### src/rtl/rf_pkg.sv
// rf_pkg: shared types and helpers for param_reg_file
//   rf_state_t : clear-sequence FSM states
//   rf_depth() : register count for a given address width
package rf_pkg;
  typedef enum logic {RF_INIT, RF_RUN} rf_state_t;
  function automatic int rf_depth(input int addr_w);
    return 1 << addr_w;
  endfunction
endpackage

### src/rtl/param_reg_file_if.sv
// param_reg_file_if: read/write-back/reserve bus of the register file
//   rd_addr/rd_data/rd_pending : NUM_RD packed read ports
//   wr_en/wr_dst/wr_data       : write-back
//   rsv_en/rsv_dst             : reservation at issue
//   init_busy                  : clear sequence running
interface param_reg_file_if #(
  parameter int DATA_W = 16,
  parameter int ADDR_W = 4,
  parameter int NUM_RD = 2
);
  logic [NUM_RD*ADDR_W-1:0] rd_addr;
  logic [NUM_RD*DATA_W-1:0] rd_data;
  logic [NUM_RD-1:0]        rd_pending;
  logic                     wr_en;
  logic [ADDR_W-1:0]        wr_dst;
  logic [DATA_W-1:0]        wr_data;
  logic                     rsv_en;
  logic [ADDR_W-1:0]        rsv_dst;
  logic                     init_busy;
  modport master (output rd_addr, wr_en, wr_dst, wr_data, rsv_en, rsv_dst,
                  input rd_data, rd_pending, init_busy);
  modport slave (input rd_addr, wr_en, wr_dst, wr_data, rsv_en, rsv_dst,
                 output rd_data, rd_pending, init_busy);
endinterface

### src/rtl/rf_scoreboard.sv
// rf_scoreboard: per-register pending bits with NUM_RD post-update lookups
//   i_set/i_set_dst : reserve (wins over clear on the same register)
//   i_clr/i_clr_dst : write-back clear
//   i_look_addr     : packed lookup addresses
//   o_look_nxt      : pending value of each looked-up register after this edge
module rf_scoreboard
  import rf_pkg::*;
#(
  parameter int ADDR_W = 4,
  parameter int NUM_RD = 2
) (
  input  logic                     clk,
  input  logic                     rst,
  input  logic                     i_set,
  input  logic [ADDR_W-1:0]        i_set_dst,
  input  logic                     i_clr,
  input  logic [ADDR_W-1:0]        i_clr_dst,
  input  logic [NUM_RD*ADDR_W-1:0] i_look_addr,
  output logic [NUM_RD-1:0]        o_look_nxt
);
  localparam int DEPTH = rf_depth(ADDR_W);
  logic [DEPTH-1:0] r_pend;
  logic [DEPTH-1:0] w_nxt;
  for (genvar j = 0; j < DEPTH; j++) begin : g_bit
    assign w_nxt[j] = (i_set && i_set_dst == ADDR_W'(j)) |
                      (r_pend[j] & ~(i_clr && i_clr_dst == ADDR_W'(j)));
  end
  for (genvar i = 0; i < NUM_RD; i++) begin : g_look
    assign o_look_nxt[i] = w_nxt[i_look_addr[i*ADDR_W +: ADDR_W]];
  end
  always_ff @(posedge clk)
    r_pend <= rst ? '0 : w_nxt;
endmodule

### src/rtl/param_reg_file.sv
// param_reg_file: multi-read-port register file with write-first bypass,
//   pending scoreboard and post-reset clear sequence
//   clk, rst : clock, synchronous active-high reset
//   rf       : slave side of param_reg_file_if
module param_reg_file
  import rf_pkg::*;
#(
  parameter int DATA_W  = 16,
  parameter int ADDR_W  = 4,
  parameter int NUM_RD  = 2,
  parameter bit R0_ZERO = 0,
  parameter bit BYPASS  = 1
) (
  input  logic             clk,
  input  logic             rst,
  param_reg_file_if.slave  rf
);
  localparam int DEPTH = rf_depth(ADDR_W);
  rf_state_t         r_state, w_state_nxt;
  logic [ADDR_W-1:0] r_clr_cnt;
  logic [DATA_W-1:0] r_mem [DEPTH];
  logic [NUM_RD*DATA_W-1:0] r_rd_data;
  logic [NUM_RD-1:0] r_rd_pending;
  logic [NUM_RD-1:0] w_look;
  logic [DATA_W-1:0] w_rd_nxt [NUM_RD];
  logic w_run, w_we, w_rsv;
  assign w_run = r_state == RF_RUN && !rst;
  assign w_we  = w_run && rf.wr_en && !(R0_ZERO && rf.wr_dst == '0);
  assign w_rsv = w_run && rf.rsv_en && !(R0_ZERO && rf.rsv_dst == '0);
  always_comb
    w_state_nxt = (r_state == RF_INIT && r_clr_cnt == ADDR_W'(DEPTH - 1)) ? RF_RUN : r_state;
  always_ff @(posedge clk) begin
    r_state   <= rst ? RF_INIT : w_state_nxt;
    r_clr_cnt <= (rst || r_state != RF_INIT) ? '0 : r_clr_cnt + 1'b1;
  end
  always_ff @(posedge clk)
    if (r_state == RF_INIT) r_mem[r_clr_cnt] <= '0;
    else if (w_we) r_mem[rf.wr_dst] <= rf.wr_data;
  for (genvar i = 0; i < NUM_RD; i++) begin : g_rd
    logic [ADDR_W-1:0] w_addr;
    assign w_addr = rf.rd_addr[i*ADDR_W +: ADDR_W];
    // w_we already excludes r0 when R0_ZERO, so bypass never hits address 0 there
    assign w_rd_nxt[i] = (R0_ZERO && w_addr == '0) ? '0 :
                         (BYPASS && w_we && rf.wr_dst == w_addr) ? rf.wr_data : r_mem[w_addr];
  end
  rf_scoreboard #(.ADDR_W(ADDR_W), .NUM_RD(NUM_RD)) u_sb (
    .clk        (clk),
    .rst        (rst),
    .i_set      (w_rsv),
    .i_set_dst  (rf.rsv_dst),
    .i_clr      (w_we),
    .i_clr_dst  (rf.wr_dst),
    .i_look_addr(rf.rd_addr),
    .o_look_nxt (w_look)
  );
  always_ff @(posedge clk)
    if (!w_run) begin
      r_rd_data    <= '0;
      r_rd_pending <= '0;
    end else begin
      for (int i = 0; i < NUM_RD; i++) r_rd_data[i*DATA_W +: DATA_W] <= w_rd_nxt[i];
      r_rd_pending <= w_look;
    end
  assign rf.rd_data    = r_rd_data;
  assign rf.rd_pending = r_rd_pending;
  assign rf.init_busy  = r_state == RF_INIT;
endmodule

### src/flat_wrapper.sv
// flat-port wrapper written by rule: the top's interface ports become plain ports
module param_reg_file_flat import rf_pkg::*;
#(
  parameter int DATA_W  = 16,
  parameter int ADDR_W  = 4,
  parameter int NUM_RD  = 2,
  parameter bit R0_ZERO = 0,
  parameter bit BYPASS  = 1
)
  (clk, rst, rf_rd_addr, rf_wr_en, rf_wr_dst, rf_wr_data, rf_rsv_en, rf_rsv_dst, rf_rd_data, rf_rd_pending, rf_init_busy);
  param_reg_file_if #(.DATA_W(DATA_W), .ADDR_W(ADDR_W), .NUM_RD(NUM_RD)) rf_i ();
  input  logic clk;
  input  logic rst;
  input wire logic [$bits(rf_i.rd_addr)-1:0] rf_rd_addr;
  input wire logic [$bits(rf_i.wr_en)-1:0] rf_wr_en;
  input wire logic [$bits(rf_i.wr_dst)-1:0] rf_wr_dst;
  input wire logic [$bits(rf_i.wr_data)-1:0] rf_wr_data;
  input wire logic [$bits(rf_i.rsv_en)-1:0] rf_rsv_en;
  input wire logic [$bits(rf_i.rsv_dst)-1:0] rf_rsv_dst;
  output wire logic [$bits(rf_i.rd_data)-1:0] rf_rd_data;
  output wire logic [$bits(rf_i.rd_pending)-1:0] rf_rd_pending;
  output wire logic [$bits(rf_i.init_busy)-1:0] rf_init_busy;
  assign rf_i.rd_addr = rf_rd_addr;
  assign rf_i.wr_en = rf_wr_en;
  assign rf_i.wr_dst = rf_wr_dst;
  assign rf_i.wr_data = rf_wr_data;
  assign rf_i.rsv_en = rf_rsv_en;
  assign rf_i.rsv_dst = rf_rsv_dst;
  assign rf_rd_data = rf_i.rd_data;
  assign rf_rd_pending = rf_i.rd_pending;
  assign rf_init_busy = rf_i.init_busy;
  param_reg_file #(.DATA_W(DATA_W), .ADDR_W(ADDR_W), .NUM_RD(NUM_RD), .R0_ZERO(R0_ZERO), .BYPASS(BYPASS)) u_core (.clk(clk), .rst(rst), .rf(rf_i));
endmodule
### config.mk
export PLATFORM = sky130hd
export DESIGN_NAME = param_reg_file_flat
export DESIGN_NICKNAME = d
export VERILOG_FILES = /design/src/rtl/rf_pkg.sv /design/src/rtl/param_reg_file_if.sv /design/src/rtl/rf_scoreboard.sv /design/src/rtl/param_reg_file.sv /design/src/flat_wrapper.sv
export SDC_FILE = /design/constraint.sdc
export NUM_CORES = 1
export LEC_CHECK = 0
export BUFFER_PORTS_ARGS = -buffer_cell sky130_fd_sc_hd__buf_2
export CAP_MARGIN = 20
export CORE_ASPECT_RATIO = 0.7
export CORE_MARGIN = 1.5
export CORE_UTILIZATION = 45
export DETAILED_ROUTE_END_ITERATION = 8
export GPL_ROUTABILITY_DRIVEN = 0
export SYNTH_ARGS = -nofsm -noshare
export SYNTH_HDL_FRONTEND = slang
export SYNTH_SLANG_ARGS = --single-unit
### constraint.sdc
create_clock -name clk -period 2.3 [get_ports clk]
set_input_delay 0.23 -clock clk [delete_from_list [all_inputs] [get_ports clk]]
set_output_delay 0.23 -clock clk [all_outputs]
set_load 0.05 [all_outputs]
==> reports/qor.csv, run 1 <==
stage,metric,value,unit
worst_setup_path,Slowest Stage Delay on Critical Path,0.64,ns
floorplan,Die W,217,µm
clock_tree,CTS Buf Count,30,
worst_setup_path,CP Cell Sequence,dlygate4sd3_1 -> buf_2 -> nand3b_4 -> mux2i_1 -> xnor2_1 -> a211oi_4 -> nor2_4 -> a22o_1,
power_and_ir_drop,Seq pwr share,51.2,%
job,Max-Cap Viols,0,
sta,"Slew Viols, Final",0,
finish,"commonest cells after routing, fill and taps aside","256 x edfxtp_1, 160 x mux4_2, 67 x buf_2",
worst_hold_path,Min-Delay Path Class,primary input to flop,
routing,vias per cell,6.35,
floorplan,IO Pins,71,
worst_setup_path,Worst path slowest cell,nor2_4,
floorplan,die height,153,µm
synthesis,Syn. warnings,0,
synthesis,"FF+latch count, synth",311,
finish,"commonest non-fill, non-tap cell in the layout",edfxtp_1,
global_routing,GR Util met1,33.1,%
worst_setup_path,crit path launch type,primary input,
clock_tree,clk_lat worst skew,0.57,ns
worst_setup_path,flop-to-flop setup slack,0.19,ns
worst_setup_path,data required time of the critical path,2.80,ns
finish,share of cells above drive strength 1,39.7,%
sta,Fin. Hold Viols,0,
global_routing,aggregate global routing overflow,0,
routing,Initial DRT Pass Iterations,5,
finish,antenna fix cells,0,
sta,RSZ-0062 raised after global routing,no,
synthesis,Netlist cell types,55,
synthesis,Synth top area share,53.4,%
worst_setup_path,CP Max Fanout,16,
synthesis,syn_nets,817,
place,# port buffers,70,
sta,final setup violating endpoints,0,
power_and_ir_drop,"Power, Total",12.1,mW
synthesis,ys async rst share,0,%
sta,final worst hold slack,0.111,ns
global_routing,GRT met2 Usage,36.9,%
global_routing,all-layer global routing usage,23.3,%
clock_tree,Root Driver,clkbuf_16,
routing,wire length per cell,28.5,µm
clock_tree,Num Clock Sinks,311,
global_routing,gr busiest metal,met2,
clock_tree,CTS tree,done,
sta,Worst-Margin Slew,0.803,ns
sta,min Tclk post-route,2.19,ns
floorplan,die area,33100,µm²
power_and_ir_drop,P_int,9.45,mW
global_routing,first-pass GRT wire length,56.3,mm
status,outcome,finished clean,
synthesis,syn avg cell area,18.5,µm²
global_routing,vias in the first global route,8757,
global_routing,pin count of the biggest net entering global routing,40,
synthesis,Synth Cell Area,14400,µm²
clock_tree,clk slew on worst S/H paths,0.06,ns
power_and_ir_drop,clock network power share,40.6,%
synthesis,"Top FF cell, synth",edfxtp_1,
routing,drt drc,0,
worst_setup_path,WS Path Type,primary input to flop,
synthesis,"area leader, netlist",edfxtp_1,
routing,DR vias,8438,
floorplan,Initial Utilization,46.0,%
routing,WL final,37.9,mm
power_and_ir_drop,Pwr per Cell Area,725,nW/µm²
global_routing,initial antenna violation count,0,
power_and_ir_drop,Comb pwr share,8.2,%
synthesis,sequential fraction of the synthesis area,61.1,%
finish,fin nets,923,
sta,Slew HR,46.3,%
floorplan,core area,31300,µm²
floorplan,Placement Rows,54,
synthesis,Area contributors post-synth,"edfxtp_1 53%, mux4_2 25%, dfxtp_1 7.7%, a22o_1 1.1%, nor2_1 0.97%",
power_and_ir_drop,Sw Share,21.8,%
synthesis,Post-synth EDFFs,256,
sta,fin crit share,95.2,%
power_and_ir_drop,Sw Pwr,2.64,mW
clock_tree,post-CTS setup buffer count,0,
clock_tree,clk buf depth,3,
power_and_ir_drop,P_leak,5.37,nW
sta,TNS Setup,0,ns
routing,1st-iter DRT viols,1020,
clock_tree,H-Tree Depth,1,
global_routing,met3 Usage GRT,4.71,%
power_and_ir_drop,maximum vdd ir drop,598,µV
worst_setup_path,CP Data Arrival Time,2.68,ns
sta,Highest Clock Rate,457,MHz
place,DP HPWL,23.5,mm
worst_setup_path,Setup crit end kind,flop,
sta,Setup Skew,0.0247,ns
routing,Antenna Violating Nets Remaining,0,
finish,area grow syn2layout,15.9,%
synthesis,synthesized instance count,780,
## cell usage after synthesis, types with 8 or more instances
cell type,number
a22o_1,18
and2_1,16
buf_1,9
buf_2,16
buf_6,11
clkbuf_1,21
dfxtp_1,55
edfxtp_1,256
inv_1,8
mux4_2,160
nand2_1,10
nand2b_1,8
nor2_1,37
nor2b_1,15
nor3_1,15
o21ai_0,8
o22a_1,14
o31ai_1,18
xor2_1,9
## power by group through the flow
stage	logic, mW	clock network, mW	registers [mW]
after floorplan	0.654	0	6.28
after global placement	0.982	0	6.29
after detailed placement	0.988	0	6.31
after CTS	0.993	4.99	6.19
after global routing	1.04	5.22	6.19
final	0.991	4.91	6.19
## per-stage QoR
stage               utilization, %  instance area, µm²  worst slack (ns)  std cells
floorplan                        -               14400           -0.0155        780
global placement              50.2               15700             0.180       1273
detailed placement            50.2               15700             0.131       1273
CTS                           53.3               16700             0.117       1329
global route                  53.3               16700            0.0393       1329
finish                        53.3               16700             0.111       1329
## worst paths after layout
check                                                        from                                 to  cells past startpoint
worst min register to register  u_core.u_sb.r_pend[15]$_SDFF_PP0_  u_core.u_sb.r_pend[15]$_SDFF_PP0_                      3
worst max-delay path                                          rst   u_core.rf.rd_data[26]$_SDFF_PP0_                      8
worst max register to register        u_core.r_state$_SDFFE_PP0P_   u_core.rf.rd_data[26]$_SDFF_PP0_                      6
worst min-delay path                                rf_rsv_dst[0]   u_core.u_sb.r_pend[4]$_SDFF_PP0_                      3
## what timing repair did
item | in CTS | in global routing
hold buffers | 1 | 0
hold endpoints to repair | 5 | 0
setup endpoints to repair | 0 | 1
gates resized for setup | 0 | 2
## layout make-up
cell class              count  area [µm²]
well taps                 420         526
inverters                   8        30.0
multi-input cells         399        5260
flip-flops and latches    311        8790
fillers                  2441       14600
clock inverters             9        88.8
clock buffers              46         882
repair buffers            136        1110
## worst max-delay path, delay by kind of cell
family,cells,cell delay (ns)
buffers and inverters,2,0.72
multiplexers,1,0.30
AO/OA/AOI/OAI,2,0.30
XOR/XNOR,1,0.21
AND/OR/NAND/NOR,2,0.91
## kinds of logic (layout without fill, tap and decap cells)
| kind of cell | count (synthesis) | after routing | share of synthesized area, % |
|---|---|---|---|
| AOI/OAI and AO/OA | 100 | 100 | 5.63 |
| xor gates and xnor gates | 11 | 11 | 0.670 |
| and+or+nand+nor | 125 | 125 | 4.69 |
| muxes | 162 | 162 | 25.2 |
| adders and majority gates | 1 | 1 | 0.0869 |
| buffers and inverters | 70 | 199 | 2.67 |
| DFF | 311 | 311 | 61.1 |
## sequential cells by signal, summed over array words and instances, names as in the netlist
name and flops:
u_core.r_clr_cnt 4, u_core.r_mem 256, u_core.r_state 1, u_core.rf.rd_data 32, u_core.rf.rd_pending 2, u_core.u_sb.r_pend 16
## layer usage
| layer | part of all wire (%) | wire length [µm] | vias to the layer above |
|---|---|---|---|
| met5 | 0 | 0 | - |
| met4 | 2.6 | 982 | 0 |
| met3 | 8.6 | 3260 | 81 |
| met2 | 48 | 18300 | 449 |
| met1 | 41 | 15400 | 4397 |
| li1 | - | - | 3511 |
(Power assumes the default switching activity.)
==> run 2: changes to the inputs <==
--- a/config.mk
+++ b/config.mk
@@ -14,4 +14,5 @@
 export GPL_ROUTABILITY_DRIVEN = 0
 export SYNTH_ARGS = -nofsm -noshare
 export SYNTH_HDL_FRONTEND = slang
+export SYNTH_HIERARCHICAL = 1
 export SYNTH_SLANG_ARGS = --single-unit
==> run 2 against run 1 <==
Against the previous run:
- die area decreased by 1.0%
- worst setup slack improved by 0.087 ns
- combinational power grew 4%
- sequential cell count unchanged
- critical endpoint is now u_core/rf.rd_pending[0]$_SDFF_PP0_
- largest power group unchanged
- highest routed layer unchanged
==> reports/qor.csv, run 2 <==
stage,metric,value,unit,change
routing,1st-iter DRT viols,995,,-2.5%
worst_setup_path,CP dominant cell by count,nand3_1,,
sta,"Slew Viols, Final",0,,unchanged
finish,max FFs per register,256,,unchanged
worst_setup_path,Worst path slowest cell,o21ai_0,,
routing,drt drc,0,,unchanged
sta,min Tclk post-route,2.10,ns,-0.0870 ns
clock_tree,Root Driver,clkbuf_16,,
worst_setup_path,worst path bufs/invs,2,,unchanged
clock_tree,CTS Buf Count,30,,unchanged
worst_setup_path,Slowest Stage Delay on Critical Path,0.36,ns,-0.28 ns
clock_tree,Num Clock Sinks,311,,unchanged
worst_setup_path,"delay-heaviest family, CP",simple AND/OR/NAND/NOR gates,,
global_routing,aggregate global routing overflow,0,,unchanged
job,Max-Cap Viols,0,,unchanged
sta,Highest Clock Rate,476,MHz,+4.1%
sta,Slew HR,41.3,%,-5.1 points
power_and_ir_drop,P_int,9.31,mW,-1.5%
routing,vias per cell,6.19,,-2.5%
worst_setup_path,CP Data Arrival Time,2.57,ns,-0.11 ns
routing,Initial DRT Pass Iterations,5,,unchanged
finish,"commonest non-fill, non-tap cell in the layout",edfxtp_1,,
global_routing,pin count of the biggest net entering global routing,26,,-35%
sta,Worst-Margin Slew,0.878,ns,+0.0744 ns
worst_hold_path,Min-Delay Path Class,primary input to flop,,
routing,wire length per cell,27.2,µm,-4.7%
power_and_ir_drop,Comb pwr share,8.6,%,+0.4 points
clock_tree,H-Tree Depth,1,,unchanged
floorplan,Initial Utilization,45.7,%,-0.28 points
synthesis,"FF+latch count, synth",311,,unchanged
finish,multi-input combinational cell area,5180,µm²,-1.5%
global_routing,vias in the first global route,8487,,-3.1%
synthesis,Syn. warnings,6,,+6
finish,fin nets,1005,,+8.9%
synthesis,Area contributors post-synth,"edfxtp_1 54%, mux4_2 23%, dfxtp_1 7.7%, a22oi_1 1.8%, nand2_1 1.2%",,
clock_tree,clk_lat worst skew,0.58,ns,about the same
finish,Seq. cell area,8790,µm²,unchanged
global_routing,all-layer global routing usage,23.9,%,+0.57 points
sta,TNS Setup,0,ns,unchanged
power_and_ir_drop,Sw Pwr,2.68,mW,+1.7%
worst_setup_path,WS Path Type,flop to flop,,
synthesis,Synth Cell Area,14200,µm²,-1.0%
synthesis,synthesized instance count,834,,+6.9%
synthesis,Synth top area share,54.0,%,+0.56 points
finish,antenna fix cells,0,,unchanged
synthesis,syn avg cell area,17.1,µm²,-7.4%
synthesis,Commonest cells post-synth,"256 x edfxtp_1, 144 x mux4_2, 55 x dfxtp_1",,
worst_setup_path,Setup crit end kind,flop,,
worst_setup_path,CP Max Fanout,9,,-7
power_and_ir_drop,Sw Share,22.4,%,+0.56 points
clock_tree,CTS tree,done,,
routing,Antenna Violating Nets Remaining,0,,unchanged
routing,DR vias,8741,,+3.6%
floorplan,IO Pins,71,,unchanged
place,# port buffers,70,,unchanged
floorplan,Placement Rows,54,,unchanged
synthesis,ys async rst share,0,%,unchanged
routing,WL final,38.4,mm,+1.3%
synthesis,"area leader, netlist",edfxtp_1,,
worst_setup_path,crit path launch type,flop,,
finish,area grow syn2layout,19.3,%,
synthesis,sequential fraction of the synthesis area,61.7,%,+0.64 points
sta,worst setup margin,0.198,ns,+0.0870 ns
power_and_ir_drop,clock network power share,40.1,%,-0.5 points
worst_setup_path,flop-to-flop setup slack,0.20,ns,about the same
place,DP HPWL,23.2,mm,-1.1%
synthesis,"Top FF cell, synth",edfxtp_1,,
sta,fin crit share,91.4,%,-3.8 points
floorplan,die height,152,µm,-0.51%
power_and_ir_drop,Seq pwr share,51.4,%,+0.2 points
synthesis,syn_nets,871,,+6.6%
power_and_ir_drop,P_leak,6.25,nW,+16%
sta,Setup Skew,0.0175,ns,-0.00718 ns
place,"worst slack, placed",0.113,ns,-0.0189 ns
global_routing,initial antenna violation count,0,,unchanged
finish,Util after Layout,54.6,%,+1.2 points
worst_setup_path,data required time of the critical path,2.77,ns,-0.03 ns
clock_tree,clk slew on worst S/H paths,0.06,ns,about the same
sta,final setup violating endpoints,0,,unchanged
worst_setup_path,CP Cell Sequence,nand3b_4 -> inv_4 -> buf_4 -> nand3_1 -> o21ai_0 -> nand3_1 -> nand4_1 -> a21oi_1 -> a21o_1 -> and2_1,,
sta,Fin. Hold Viols,0,,unchanged
power_and_ir_drop,Pwr per Cell Area,706,nW/µm²,-2.6%
clock_tree,post-CTS setup buffer count,0,,unchanged
global_routing,first-pass GRT wire length,57.1,mm,+1.3%
floorplan,die area,32700,µm²,-1.0%
finish,Filler cells,2410,,-1.3%
clock_tree,clk buf depth,3,,unchanged
synthesis,Post-synth EDFFs,256,,unchanged
power_and_ir_drop,maximum vdd ir drop,627,µV,+4.9%
finish,"commonest cells after routing, fill and taps aside","256 x edfxtp_1, 144 x mux4_2, 66 x buf_2",,
finish,share of cells above drive strength 1,37.6,%,-2.1 points
floorplan,core area,31100,µm²,-0.43%
status,outcome,finished clean,,
synthesis,Netlist cell types,49,,-11%
synthesis,most common cell in the netlist,edfxtp_1,,
finish,"Most flops, register",u_core/r_mem,,
floorplan,Die W,216,µm,-0.51%
## run 2: changes by cell type after synthesis, sizes merged, moves of 15 or more
| cell | delta |
|---|---|
| nand2 | +37 |
| a22oi | +34 |
| inv | +29 |
| nand3 | +26 |
| a21oi | +18 |
| o31ai | -17 |
| mux4 | -16 |
| buf | -15 |
| nor2 | -15 |
## run 2: final timing paths
| path | startpoint | depth (start not counted) | endpoint |
|---|---|---|---|
| worst max register to register | u_core/r_state$_SDFFE_PP0P_ | 10 | u_core/rf.rd_pending[0]$_SDFF_PP0_ |
| worst max-delay path | u_core/r_state$_SDFFE_PP0P_ | 10 | u_core/rf.rd_pending[0]$_SDFF_PP0_ |
| worst min register to register | u_core/u_sb/r_pend[0]$_SDFF_PP0_ | 2 | u_core/u_sb/r_pend[0]$_SDFF_PP0_ |
| worst min-delay path | rf_wr_data[4] | 3 | u_core/rf.rd_data[20]$_SDFF_PP0_ |
## run 2: worst reg2reg max path: cells and delay by family (launching register included)
family	cells	cell delay, ns
and+or+nand+nor	5	0.68
AOI/OAI and AO/OA	3	0.63
buffers and inverters	2	0.36
DFF	1	0.35
## run 2: cell type report
class,instances,area share (%)
clock inverters,11,0.552
multi-input cells,433,30.5
flip-flops and latches,311,51.7
well taps,420,3.09
clock buffers,45,5.10
repair buffers,155,8.20
inverters,37,0.832
## run 2: logic make-up after synthesis
| kind of cell | synth area share, % |
|---|---|
| buffers and inverters | 2.58 |
| adder cells (fa/ha/maj) | 0.0878 |
| XOR/XNOR | 0.799 |
| multiplexers | 23.1 |
| AO/OA/AOI/OAI | 6.33 |
| flip-flops | 61.7 |
| AND/OR/NAND/NOR | 5.36 |
## run 2: power groups by stage
stage	Clock [mW]	Combinational, mW	Sequential (mW)
floorplan	0	0.584	6.27
global placement	0	0.993	6.28
detailed placement	0	0.996	6.28
CTS	4.90	1.02	6.16
global route	5.13	1.08	6.17
finish	4.80	1.03	6.16
## run 2: layer usage
layer,GRT usage [%],vias to the layer above,wire (µm)
met5,0,-,0
met4,5.36,0,755
met3,3.74,67,3040
met2,36.4,424,17600
met1,36.5,4544,17000
li1,-,3706,-
## run 2: what timing repair did
action                                  in CTS  in global routing
hold buffers                                15                  0
gates resized for setup                      0                  8
endpoints found under the setup margin       0                  2
endpoints found under the hold margin       15                  0
## run 2: per-stage QoR
step | std cells | hold slack, ns | power (mW) | area, µm²
global placement | 1340 | 0.475 | 7.27 | 15800
CTS | 1411 | 0.00497 | 12.1 | 16900
global route | 1412 | 0.0171 | 12.4 | 17000
detailed placement | 1340 | 0.484 | 7.28 | 15800
floorplan | 834 | 0.299 | 6.85 | 14300
finish | 1412 | 0.00886 | 12.0 | 17000
==> run 3: changes to the inputs <==
==> constraint.sdc (replaced) <==
create_clock -name clk -period 2.7 [get_ports clk]
set_input_delay 0.27 -clock clk [delete_from_list [all_inputs] [get_ports clk]]
set_output_delay 0.27 -clock clk [all_outputs]
set_load 0.05 [all_outputs]
==> run 3 against run 2 <==
Against the previous run:
- fmax down 15%
- non-clock buffer count down 37
- critical path type unchanged
- largest power group unchanged
- worst setup slack better by 0.028 ns
- die area unchanged
- power down 14%
- sequential power down 15%
==> reports/qor.csv, run 3 (synthesis results as in run 2) <==
stage,metric,value,unit,change
clock_tree,CTS tree,done,,
finish,"commonest cells after routing, fill and taps aside","256 x edfxtp_1, 144 x mux4_2, 66 x buf_2",,
sta,fin crit share,91.6,%,+0.24 points
sta,min Tclk post-route,2.47,ns,+0.372 ns
worst_setup_path,CP Cell Sequence,buf_4 -> inv_1 -> nor2_1 -> and2_1 -> nor3b_2 -> nand3_1 -> nand4_1 -> a41oi_2 -> a211oi_1 -> a21o_1 -> and2_1,,
routing,vias per cell,6.28,,+1.5%
sta,"Slew Viols, Final",0,,unchanged
power_and_ir_drop,Sw Share,21.6,%,-0.74 points
power_and_ir_drop,Seq pwr share,51.0,%,-0.4 points
worst_setup_path,CP Data Arrival Time,2.98,ns,+0.41 ns
worst_setup_path,worst path bufs/invs,2,,unchanged
finish,antenna fix cells,0,,unchanged
place,placed insts,1316,,-1.8%
sta,Fin. Hold Viols,0,,unchanged
finish,max FFs per register,256,,unchanged
clock_tree,CTS Buf Count,30,,unchanged
routing,1st-iter DRT viols,1067,,+7.2%
routing,Antenna Violating Nets Remaining,0,,unchanged
clock_tree,post_cts resized,0,,unchanged
sta,Worst-Margin Slew,0.707,ns,-0.171 ns
power_and_ir_drop,Comb pwr share,7.6,%,-1.0 points
power_and_ir_drop,clock network power share,41.4,%,+1.3 points
power_and_ir_drop,maximum vdd ir drop,522,µV,-17%
routing,DR vias,8637,,-1.2%
finish,share of cells above drive strength 1,35.7,%,-1.9 points
clock_tree,clk buf depth,3,,unchanged
finish,area grow syn2layout,15.8,%,
global_routing,met3 Usage GRT,5.89,%,+2.1 points
worst_setup_path,Worst path slowest cell,dfxtp_1,,
global_routing,first-pass GRT wire length,56.7,mm,-0.57%
global_routing,GR Util met1,35.7,%,-0.73 points
place,DP HPWL,23.0,mm,-1.1%
floorplan,IO Pins,71,,unchanged
worst_setup_path,CP Max Fanout,8,,-1
power_and_ir_drop,P_leak,6.03,nW,-3.5%
global_routing,initial antenna violation count,0,,unchanged
worst_setup_path,crit path launch type,flop,,
floorplan,Initial Utilization,45.7,%,unchanged
floorplan,die height,152,µm,unchanged
sta,RSZ-0062 raised after global routing,no,,
worst_setup_path,Setup crit end kind,flop,,
routing,WL final,38.1,mm,-0.83%
global_routing,all-layer global routing usage,23.6,%,-0.28 points
worst_hold_path,Min-Delay Path Class,primary input to flop,,
worst_setup_path,R2R depth,11,,+1
floorplan,core area,31100,µm²,unchanged
finish,fin nets,968,,-3.7%
finish,"Most flops, register",u_core/r_mem,,
power_and_ir_drop,P_int,8.07,mW,-13%
finish,Layout Cells excl Fill,1375,,-2.6%
floorplan,Placement Rows,54,,unchanged
power_and_ir_drop,Sw Pwr,2.23,mW,-17%
clock_tree,clk slew on worst S/H paths,0.07,ns,about the same
floorplan,Die W,216,µm,unchanged
sta,Highest Clock Rate,404,MHz,-15%
global_routing,aggregate global routing overflow,0,,unchanged
sta,Setup Skew,0.0171,ns,-0.000393 ns
global_routing,GRT met2 Usage,34.4,%,-2.0 points
worst_setup_path,WP depth,11,,+1
clock_tree,H-Tree Depth,1,,unchanged
clock_tree,post-CTS setup buffer count,0,,unchanged
global_routing,gr busiest metal,met1,,
worst_setup_path,CP dominant cell by count,and2_1,,
sta,final setup violating endpoints,0,,unchanged
worst_hold_path,Hold Path Depth,3,,unchanged
routing,Initial DRT Pass Iterations,5,,unchanged
finish,"commonest non-fill, non-tap cell in the layout",edfxtp_1,,
routing,wire length per cell,27.7,µm,+1.8%
clock_tree,Root Driver,clkbuf_16,,
floorplan,die area,32700,µm²,unchanged
sta,Slew HR,52.6,%,+11 points
job,Max-Cap Viols,0,,unchanged
worst_setup_path,"delay-heaviest family, CP",simple AND/OR/NAND/NOR gates,,
global_routing,vias in the first global route,8651,,+1.9%
worst_setup_path,WS Path Type,flop to flop,,
status,outcome,finished clean,,
worst_setup_path,Slowest Stage Delay on Critical Path,0.37,ns,about the same
routing,drt drc,0,,unchanged
sta,TNS Setup,0,ns,unchanged
power_and_ir_drop,Pwr per Cell Area,625,nW/µm²,-12%
global_routing,pin count of the biggest net entering global routing,46,,+77%
worst_setup_path,data required time of the critical path,3.21,ns,+0.44 ns
clock_tree,clk_lat worst skew,0.57,ns,about the same
clock_tree,Num Clock Sinks,311,,unchanged
place,# port buffers,70,,unchanged
-- run 3: cell count changes in the layout (fill, tap and decap cells not counted), moves of 2 or more --
| cell | previous run | this run |
|---|---|---|
| dlygate4sd3_1 | 15 | 3 |
| buf_12 | 27 | 12 |
| o21ai_1 | 8 | 10 |
| clkinv_1 | 4 | 2 |
| clkbuf_8 | 6 | 8 |
| buf_4 | 46 | 37 |
| o21ai_2 | 3 | 0 |
-- run 3: per-layer routing --
layer / vias to the layer above / share of wire [%]
met5: - / 0
met4: 0 / 2.1
met3: 69 / 8.9
met2: 396 / 44
met1: 4545 / 45
li1: 3627 / -
-- run 3: power by group through the flow --
stage / Clock, mW / Combinational (mW) / Sequential [mW]
after floorplan: 0 / 0.497 / 5.34
after global placement: 0 / 0.780 / 5.35
after detailed placement: 0 / 0.780 / 5.36
after CTS: 4.34 / 0.785 / 5.25
after global routing: 4.54 / 0.834 / 5.26
final: 4.26 / 0.787 / 5.25
-- run 3: tightest hold or removal path: stages --
cell     delay [ns]
buf_2          0.09
nand2_1        0.09
o22ai_2        0.09
-- run 3: final timing paths --
path / start / to / slack (ns)
worst max-delay path: u_core/r_state$_SDFFE_PP0P_ / u_core/rf.rd_pending[1]$_SDFF_PP0_ / 0.23
worst max register to register: u_core/r_state$_SDFFE_PP0P_ / u_core/rf.rd_pending[1]$_SDFF_PP0_ / 0.23
worst min-delay path: rf_wr_data[5] / u_core/rf.rd_data[21]$_SDFF_PP0_ / 0.02
worst min register to register: u_core/u_sb/r_pend[9]$_SDFF_PP0_ / u_core/u_sb/r_pend[9]$_SDFF_PP0_ / 0.55
-- run 3: what timing repair did --
item | CTS | global route
hold buffers | 3 | 0
setup endpoints to repair | 0 | 0
hold endpoints to repair | 3 | 0
-- run 3: area by class of cell --
type | count | area (µm²)
Clock inverter | 8 | 93.8
Sequential cell | 311 | 8790
Timing Repair Buffer | 118 | 878
Tap cell | 420 | 526
Clock buffer | 48 | 920
Multi-Input combinational cell | 433 | 5150
Fill cell | 2516 | 14700
Inverter | 37 | 141
-- run 3: metrics by stage --
stage / instance area [µm²] / worst slack (ns) / hold WS, ns / utilization, % / power [mW]
after floorplan: 14200 / 0.154 / 0.339 / - / 5.84
after detailed placement: 15500 / 0.291 / 0.534 / 49.6 / 6.13
after global placement: 15500 / 0.300 / 0.530 / 49.6 / 6.13
after global routing: 16500 / 0.0134 / 0.0114 / 53.0 / 10.6
after CTS: 16500 / 0.290 / 0.000860 / 53.0 / 10.4
final: 16500 / 0.226 / 0.0236 / 53.0 / 10.3
